**src/rtl/fifo_pkg.sv**
```systemverilog
// Shared defaults and helpers for the parametrised single-clock FIFO.
// No logic of its own; imported by fifo_mem and param_sync_fifo.
// Contents: default DATA_WIDTH/DEPTH, addr_w() pointer-width helper, count_t.
package fifo_pkg;

  localparam int DEF_DATA_WIDTH = 8;
  localparam int DEF_DEPTH      = 8;

  // Pointer width for a power-of-2 depth.
  function automatic int addr_w(input int depth);
    return $clog2(depth);
  endfunction

  // Occupancy type for the default depth: 0..DEF_DEPTH needs one extra bit.
  typedef logic [$clog2(DEF_DEPTH):0] count_t;

endpackage

```
**src/rtl/fifo_mem.sv**
```systemverilog
// FIFO storage array: DEPTH x DATA_WIDTH, not reset.
// Latency: write lands at the clock edge; read is combinational from raddr.
// Backpressure: none here; the owner gates we against full.
// Ports: clk, we/waddr/wdata (sync write), raddr/rdata (async read).
module fifo_mem
  import fifo_pkg::*;
#(
  parameter int DATA_WIDTH = DEF_DATA_WIDTH,
  parameter int DEPTH      = DEF_DEPTH
) (
  input  logic                       clk,
  input  logic                       we,
  input  logic [addr_w(DEPTH)-1:0]   waddr,
  input  logic [DATA_WIDTH-1:0]      wdata,
  input  logic [addr_w(DEPTH)-1:0]   raddr,
  output logic [DATA_WIDTH-1:0]      rdata
);

  logic [DATA_WIDTH-1:0] mem [DEPTH];

  always_ff @(posedge clk) begin
    if (we) begin
      mem[waddr] <= wdata;
    end
  end

  assign rdata = mem[raddr];

endmodule

```
**src/rtl/param_sync_fifo.sv**
```systemverilog
// Parametrised single-clock FIFO with fill count, almost flags, error pulses and optional FWFT.
// Latency: FWFT=0 data_out one cycle after the accepting read edge; FWFT=1 head word shown combinationally.
// Backpressure: writes dropped when full (overflow pulse), reads dropped when empty (underflow pulse).
// Ports: clk, rst (async, active high), w_en/data_in, r_en/data_out,
//        full/empty/almost_full/almost_empty/count status, overflow/underflow pulses.
module param_sync_fifo
  import fifo_pkg::*;
#(
  parameter int DATA_WIDTH = DEF_DATA_WIDTH,
  parameter int DEPTH      = DEF_DEPTH,
  parameter int AF_LEVEL   = DEPTH - 2,
  parameter int AE_LEVEL   = 1,
  parameter bit FWFT       = 1'b0
) (
  input  logic                    clk,
  input  logic                    rst,
  input  logic                    w_en,
  input  logic [DATA_WIDTH-1:0]   data_in,
  input  logic                    r_en,
  output logic [DATA_WIDTH-1:0]   data_out,
  output logic                    full,
  output logic                    empty,
  output logic                    almost_full,
  output logic                    almost_empty,
  output logic [$clog2(DEPTH):0]  count,
  output logic                    overflow,
  output logic                    underflow
);

  localparam int AW = addr_w(DEPTH);
  localparam int CW = AW + 1;

  // Parameter sanity: reject bad configurations at elaboration.
  if ((DEPTH < 2) || ((DEPTH & (DEPTH - 1)) != 0)) begin : g_bad_depth
    $fatal(1, "param_sync_fifo: DEPTH must be a power of 2 and >= 2");
  end
  if ((AE_LEVEL < 0) || (AE_LEVEL >= AF_LEVEL) || (AF_LEVEL > DEPTH)) begin : g_bad_levels
    $fatal(1, "param_sync_fifo: need 0 <= AE_LEVEL < AF_LEVEL <= DEPTH");
  end

  logic [AW-1:0]          wr_ptr;
  logic [AW-1:0]          rd_ptr;
  logic [CW-1:0]          count_q;
  logic [DATA_WIDTH-1:0]  rd_data;
  logic                   wa;
  logic                   ra;

  // Flags come from the registered count only, so a read never frees a
  // slot for a write in the same cycle (and vice versa): no pass-through.
  assign full         = (count_q == CW'(DEPTH));
  assign empty        = (count_q == '0);
  assign almost_full  = (count_q >= CW'(AF_LEVEL));
  assign almost_empty = (count_q <= CW'(AE_LEVEL));
  assign count        = count_q;

  assign wa = w_en & ~full;
  assign ra = r_en & ~empty;

  always_ff @(posedge clk or posedge rst) begin
    if (rst) begin
      wr_ptr    <= '0;
      rd_ptr    <= '0;
      count_q   <= '0;
      overflow  <= 1'b0;
      underflow <= 1'b0;
    end else begin
      // Pointers are exactly log2(DEPTH) bits, so wrap is natural overflow.
      if (wa) wr_ptr <= wr_ptr + AW'(1);
      if (ra) rd_ptr <= rd_ptr + AW'(1);
      case ({wa, ra})
        2'b10:   count_q <= count_q + CW'(1);
        2'b01:   count_q <= count_q - CW'(1);
        default: count_q <= count_q;
      endcase
      overflow  <= w_en & full;
      underflow <= r_en & empty;
    end
  end

  fifo_mem #(
    .DATA_WIDTH (DATA_WIDTH),
    .DEPTH      (DEPTH)
  ) u_mem (
    .clk   (clk),
    .we    (wa),
    .waddr (wr_ptr),
    .wdata (data_in),
    .raddr (rd_ptr),
    .rdata (rd_data)
  );

  if (FWFT) begin : g_fwft
    // Head word always on the output; meaningless while empty.
    assign data_out = rd_data;
  end else begin : g_reg_read
    logic [DATA_WIDTH-1:0] dout_q;

    // Holds the last popped word until the next accepted read.
    always_ff @(posedge clk or posedge rst) begin
      if (rst) begin
        dout_q <= '0;
      end else if (ra) begin
        dout_q <= rd_data;
      end
    end

    assign data_out = dout_q;
  end

endmodule
```
**config.mk**
```make
export PLATFORM = sky130hd
export DESIGN_NAME = param_sync_fifo
export DESIGN_NICKNAME = d
export VERILOG_FILES = /design/src/rtl/fifo_pkg.sv /design/src/rtl/fifo_mem.sv /design/src/rtl/param_sync_fifo.sv
export SDC_FILE = /design/constraint.sdc
export NUM_CORES = 1
export LEC_CHECK = 0
export CAP_MARGIN = 10
export CORE_MARGIN = 1.5
export CORE_UTILIZATION = 55
export CTS_CLUSTER_SIZE = 28
export DETAILED_ROUTE_END_ITERATION = 8
export PLACE_DENSITY = 0.72
export SLEW_MARGIN = 25
export SYNTH_ARGS = -nofsm -noshare
export SYNTH_HDL_FRONTEND = slang
export SYNTH_SLANG_ARGS = --single-unit
```
**constraint.sdc**
```tcl
create_clock -name clk -period 6.1 [get_ports clk]
set_clock_uncertainty 0.2 [all_clocks]
set_input_delay 1.83 -clock clk [delete_from_list [all_inputs] [get_ports clk]]
set_output_delay 1.83 -clock clk [all_outputs]
set_load 0.01 [all_outputs]
```
## Word-level counts from Yosys, hierarchy flattened

Memories as Yosys holds them, arrays and structs flattened. A register that Yosys moved wholly into a read port is not among the register bits.
Index checks and enable logic that the tools add are counted.

- Muxes and demuxes: 3
- Reductions and logical operators: 2
- Magnitude comparators: 2
- $add $sub $neg: 4
- Bitwise gates (word level): 6
- Equality and inequality tests: 3

Operator list:

| kind | count |
|---|---|
| one-hot mux 4 bit (2 select lines) | 1 |
| adder 3 x 1 -> 3 bit, second input constant | 2 |
| adder 4 x 1 -> 4 bit, second input constant | 1 |
| AND 1 bit | 4 |
| == test 4 bit, second input constant | 1 |
| greater-or-equal comparator 4 x 3 -> 1 bit, second input constant | 1 |
| less-or-equal comparator 4 x 1 -> 1 bit, second input constant | 1 |
| logical NOT 4 bit | 1 |
| subtractor 4 x 1 -> 4 bit, second input constant | 1 |
| == test 2 x 1 -> 1 bit, second input constant | 1 |
| == test 2 bit, second input constant | 1 |
| two-way mux 1 bit | 2 |
| inverter 1 bit | 2 |
| nonzero test 2 bit | 1 |

- Output and inout bits: 18
- Logic and storage cells: 26
- RAM bits: 64
- Memories kept: 1
- Input port bits: 12
- Flip-flop bits (word level): 12

Memory list:

| name | words | width | rd ports | clocked after memory_dff | write ports | RTL line | text |
|---|---|---|---|---|---|---|---|
| u_mem.mem | 8 | 8 | 1 | 1 | 1 | fifo_mem.sv:19 | `logic [DATA_WIDTH-1:0] mem [DEPTH];` |

## Depth between registers and ports, before layout

- Word-level depth: 5
- Mapped depth: 10
- Depth with buffers taken out: 9

## Modules after synthesis

Synthesis repeated with hierarchy kept, for this count alone.

- Cell total of the unflattened synthesis: 178
- Area total of the unflattened synthesis: 3504.6 µm²

By module, submodules not included:

| module | times used | area each (µm²) | cells each | seq. area each (µm²) |
|---|---|---|---|---|
| fifo_mem | 1 | 2531.2 | 106 | 1921.8 |
| param_sync_fifo | 1 | 973.4 | 72 | 500.5 |

## Least setup slack after synthesis

Ideal clock, no wire load.

- Path type: in2reg
- Start point: input r_en
- End point: register count_q[3] (netlist: count[3])
- Stages on the path: 7
- Path slack: 2.782 ns
- Buffers on the path: 1
- Arrival: 3.038 ns
- Required time: 5.821 ns
- Path through: nand2b_1 -> buf_2 -> inv_1 -> ha_1 -> or4b_1 -> a21oi_2 -> xor2_1

- Cells in the longest elaborated chain, start to end: 3

Ends and longest elaborated chain:

| element | RTL line | text |
|---|---|---|
| start: declaration | param_sync_fifo.sv:19 | `input logic r_en,` |
| AND 1 bit * | param_sync_fifo.sv:57 | `assign ra = r_en & ~empty;` |
| via ra | param_sync_fifo.sv:46 | `logic ra;` |
| == test 2 x 1 -> 1 bit / == test 2 bit (equally long branches) | param_sync_fifo.sv:70 | `case ({wa, ra})` |
| one-hot mux 4 bit (2 select lines) / nonzero test 2 bit (equally long branches) | -- |  |
| end signal: assignment | param_sync_fifo.sv:71 | `2'b10: count_q <= count_q + CW'(1);` |
| end signal: assignment | param_sync_fifo.sv:72 | `2'b01: count_q <= count_q - CW'(1);` |
| end signal: assignment | param_sync_fifo.sv:73 | `default: count_q <= count_q;` |
| end: declaration | param_sync_fifo.sv:43 | `logic [CW-1:0] count_q;` |

The timed path passes the listed nets; every way through them passes the cells marked *.
A chain may end at the register's enable or synchronous reset.

## Worst setup path after layout

- Start point: register count_q[0] (netlist: count[0])
- End point: output empty

- Cells in the longest elaborated chain, start to end: 1

Ends and longest elaborated chain:

| element | RTL line | text |
|---|---|---|
| logical NOT 4 bit | param_sync_fifo.sv:51 | `assign empty = (count_q == '0);` |
| end: declaration | param_sync_fifo.sv:22 | `output logic empty,` |

Every way passes these cells.

==> impl_metrics.tcl <==
set metrics [dict create \
    slew_headroom 0.3587 \
    worst-slew-pin-transition_ns 0.9584 \
    initial_core_util 0.5769 \
    fp.dieArea_sq_mm 0.006768 \
    crit_chain "inv_1 -> ha_1 -> nor3b_1 -> buf_4 -> clkdlybuf4s50_1" \
    cts_setup_buffers 0 \
    fin_tns_setup_ns 0 \
    antenna_left 0 \
    fin_crit_sh 0.6780 \
    place_inst 313 \
    rr_startpoint "count[0]$_DFFE_PP0P_" \
    area_delta_synth_final_pct 15.39 \
    synth_top_cell_area_share 0.5561 \
    end_kind "primary output" \
    dr.pass1.iters 4 \
    synth-edff-count 64 \
    ys_warn_count 0 \
    cp_slowest_cell "clkdlybuf4s50_1" \
    fin_cells 329 \
    ys_top_cells_by_area "edfxtp_1 56%, dfrtp_1 14%, mux2_2 5.9%, mux2i_1 4.9%, ha_1 2.5%" \
    grt_pass1_wl_microns 9666 \
    rsz0062_at_grt "no" \
    finalMaxSlewViolations 0 \
    min_to "data_out[1]$_DFFE_PP0P_" \
    cts_resized 0 \
    hold_depth 2 \
    path_max_fanout 12 \
    cts_buffer_depth 2 \
    wl_per_cell_microns 18.56 \
    hold_buffers 0 \
    detail_route.vias_per_cell 5.556 \
    critPathRequiredTime_ns 4.07 \
    max_freq_ghz 0.2418 \
    antenna_cells 0 \
    numPortBuffers 29 \
    cap_violations 0 \
    drt-initial-drc-count 148 \
    synth-seq-cells 84 \
    synthArstFlopShare 0.2381 \
    path_clk_slew_ns 0.09 \
    final_area_sq_mm 0.003988 \
    powerDensity_mw_per_mm2 464.0 \
    grt_pass1_vias 1846 \
    hp-start "data_out[1]$_DFFE_PP0P_" \
    cts_root_buf "clkbuf_8" \
    place_hpwl_microns 3823 \
    syn-num-nets 234 \
    slowest_delay_ns 0.55 \
    synth_top_cell_by_area "edfxtp_1" \
    arrival_ns 2.11 \
    final_nets 268 \
    vias 1828 \
    avgSynthCellArea_sq_um 16.07 \
    numCtsBuffers 9 \
    gp_congestion 0.7306 \
    clock-sinks 84 \
    htree_num_levels 3 \
    path_class "flip-flop to primary output" \
    worstReg2RegEnd "count[3]$_DFFE_PP0P_" \
    rows 28 \
    ios 30 \
    grt_overflow_total 0 \
    antenna_found_initial 0 \
    wirelength_microns 6106 \
    hold_violations 0 \
    ys_seq_area_frac 0.7009 \
    core-area_sq_mm 0.005991 \
    cts_tree "built" \
    postPlaceCellArea_sq_mm 0.003796 \
    insertion_delay_ns 0.35 \
    drc 0 \
    synthFlopType "edfxtp_1" \
    hold_path.class "flip-flop to flip-flop" \
    ir_drop_mv 0.3079 \
    period_needed_ns 4.136 \
    die_h_microns 82.27 \
    postSynthCellCount 215 \
    r2r.worst_path.cells 10 \
    cp-start-kind "flip-flop" \
    ff2ff_setup_slack_ns 3.19 \
    die_w_microns 82.27 \
    run_status "completed" \
    synth.distinct_cells 29 \
    grt.total_usage 0.2085 \
    setup_viol 0 \
    grt_max_degree 35 \
    power.leakage_nw 1.460 \
    drive_gt1_frac 0.1535 \
    synthesis.area_sq_mm 0.003456 \
]
-- metrics by stage --
step | util | setup slack (ns) | power [mW] | hold slack [ns]
floorplan | - | 2.782 | 1.277 | 0.2846
global placement | 0.6320 | 2.077 | 1.479 | 0.2996
detailed placement | 0.6337 | 2.049 | 1.488 | 0.3008
CTS | 0.6656 | 1.931 | 1.863 | 0.3196
global route | 0.6656 | 1.758 | 1.968 | 0.3619
finish | 0.6656 | 1.964 | 1.850 | 0.3186
-- where the power goes --
| group | internal, mW | switching, mW | total, mW |
|---|---|---|---|
| registers | 0.749 | 0.0814 | 0.831 |
| clock network | 0.188 | 0.193 | 0.381 |
| logic | 0.316 | 0.323 | 0.639 |
| total | 1.25 | 0.597 | 1.85 |
-- cell usage in the layout, fill, tap and decap left out, types with 8 or more instances in the layout --
cell type / Yosys / layout
edfxtp_1: 64 / 64
clkdlybuf4s50_1: 0 / 29
dfrtp_1: 20 / 20
mux2_2: 18 / 18
mux2i_1: 17 / 17
o21ai_0: 10 / 10
nor2_1: 9 / 9
clkbuf_8: 0 / 9
o22ai_1: 8 / 8
a22o_1: 8 / 8
o31ai_1: 8 / 8
-- synthesized netlist by cell type, drive strengths merged, types with 6 or more instances --
cell type,instances
edfxtp,64
dfrtp,20
mux2,18
mux2i,17
o21ai,10
nor2,9
a22o,8
o22ai,8
o31ai,8
buf,7
ha,7
inv,6
xnor2,6
-- layout make-up --
cell class / instances / area (sq um)
clock buffer: 9 / 123.9
clock inverter: 7 / 67.56
multi-input combinational: 117 / 952.2
fill: 405 / 2003
timing repair buffer: 31 / 305.3
inverter: 6 / 22.52
tap: 75 / 93.84
sequential: 84 / 2422
-- cell families (layout without fill, tap and decap cells) --
| logic type | after synthesis | in the layout | share of synthesized area |
|---|---|---|---|
| DFF | 84 | 84 | 0.7009 |
| muxes | 35 | 35 | 0.1079 |
| xor gates and xnor gates | 8 | 8 | 0.02028 |
| adders and majority gates | 7 | 7 | 0.02534 |
| AOI/OAI and AO/OA | 35 | 35 | 0.06916 |
| buffers and inverters | 14 | 53 | 0.02643 |
| and+or+nand+nor | 32 | 32 | 0.04996 |
-- registers in the layout, indices dropped and copies added (netlist names) --
name / cells
count: 4
data_out: 8
overflow: 1
rd_ptr: 3
u_mem.mem: 64
underflow: 1
wr_ptr: 3
-- per-layer routing --
layer	routed length, microns	track usage	share of wire
met1	2847	0.2876	0.47
met5	0	0	0
met2	2985	0.3301	0.49
met3	199	0.03626	0.033
met4	74	0.08305	0.012
-- worst max path at each step --
| stage | startpoint | endpoint | slack, ns | cells past startpoint |
|---|---|---|---|---|
| floorplan | r_en | count[3]$_DFFE_PP0P_ | 2.78 | 7 |
| CTS | count[0]$_DFFE_PP0P_ | empty | 1.93 | 5 |
| detailed placement | r_en | count[3]$_DFFE_PP0P_ | 2.05 | 7 |
| global route | count[1]$_DFFE_PP0P_ | empty | 1.76 | 5 |
| global placement | r_en | count[3]$_DFFE_PP0P_ | 2.08 | 7 |
| finish | count[0]$_DFFE_PP0P_ | empty | 1.96 | 5 |
-- critical path: cells and delay by family (launching register included) --
| family | cells | cell delay [ns] |
|---|---|---|
| flops | 1 | 0.47 |
| fa+ha+maj | 1 | 0.21 |
| simple gates | 1 | 0.21 |
| buf+inv | 3 | 0.87 |
(Power assumes the default switching activity.)
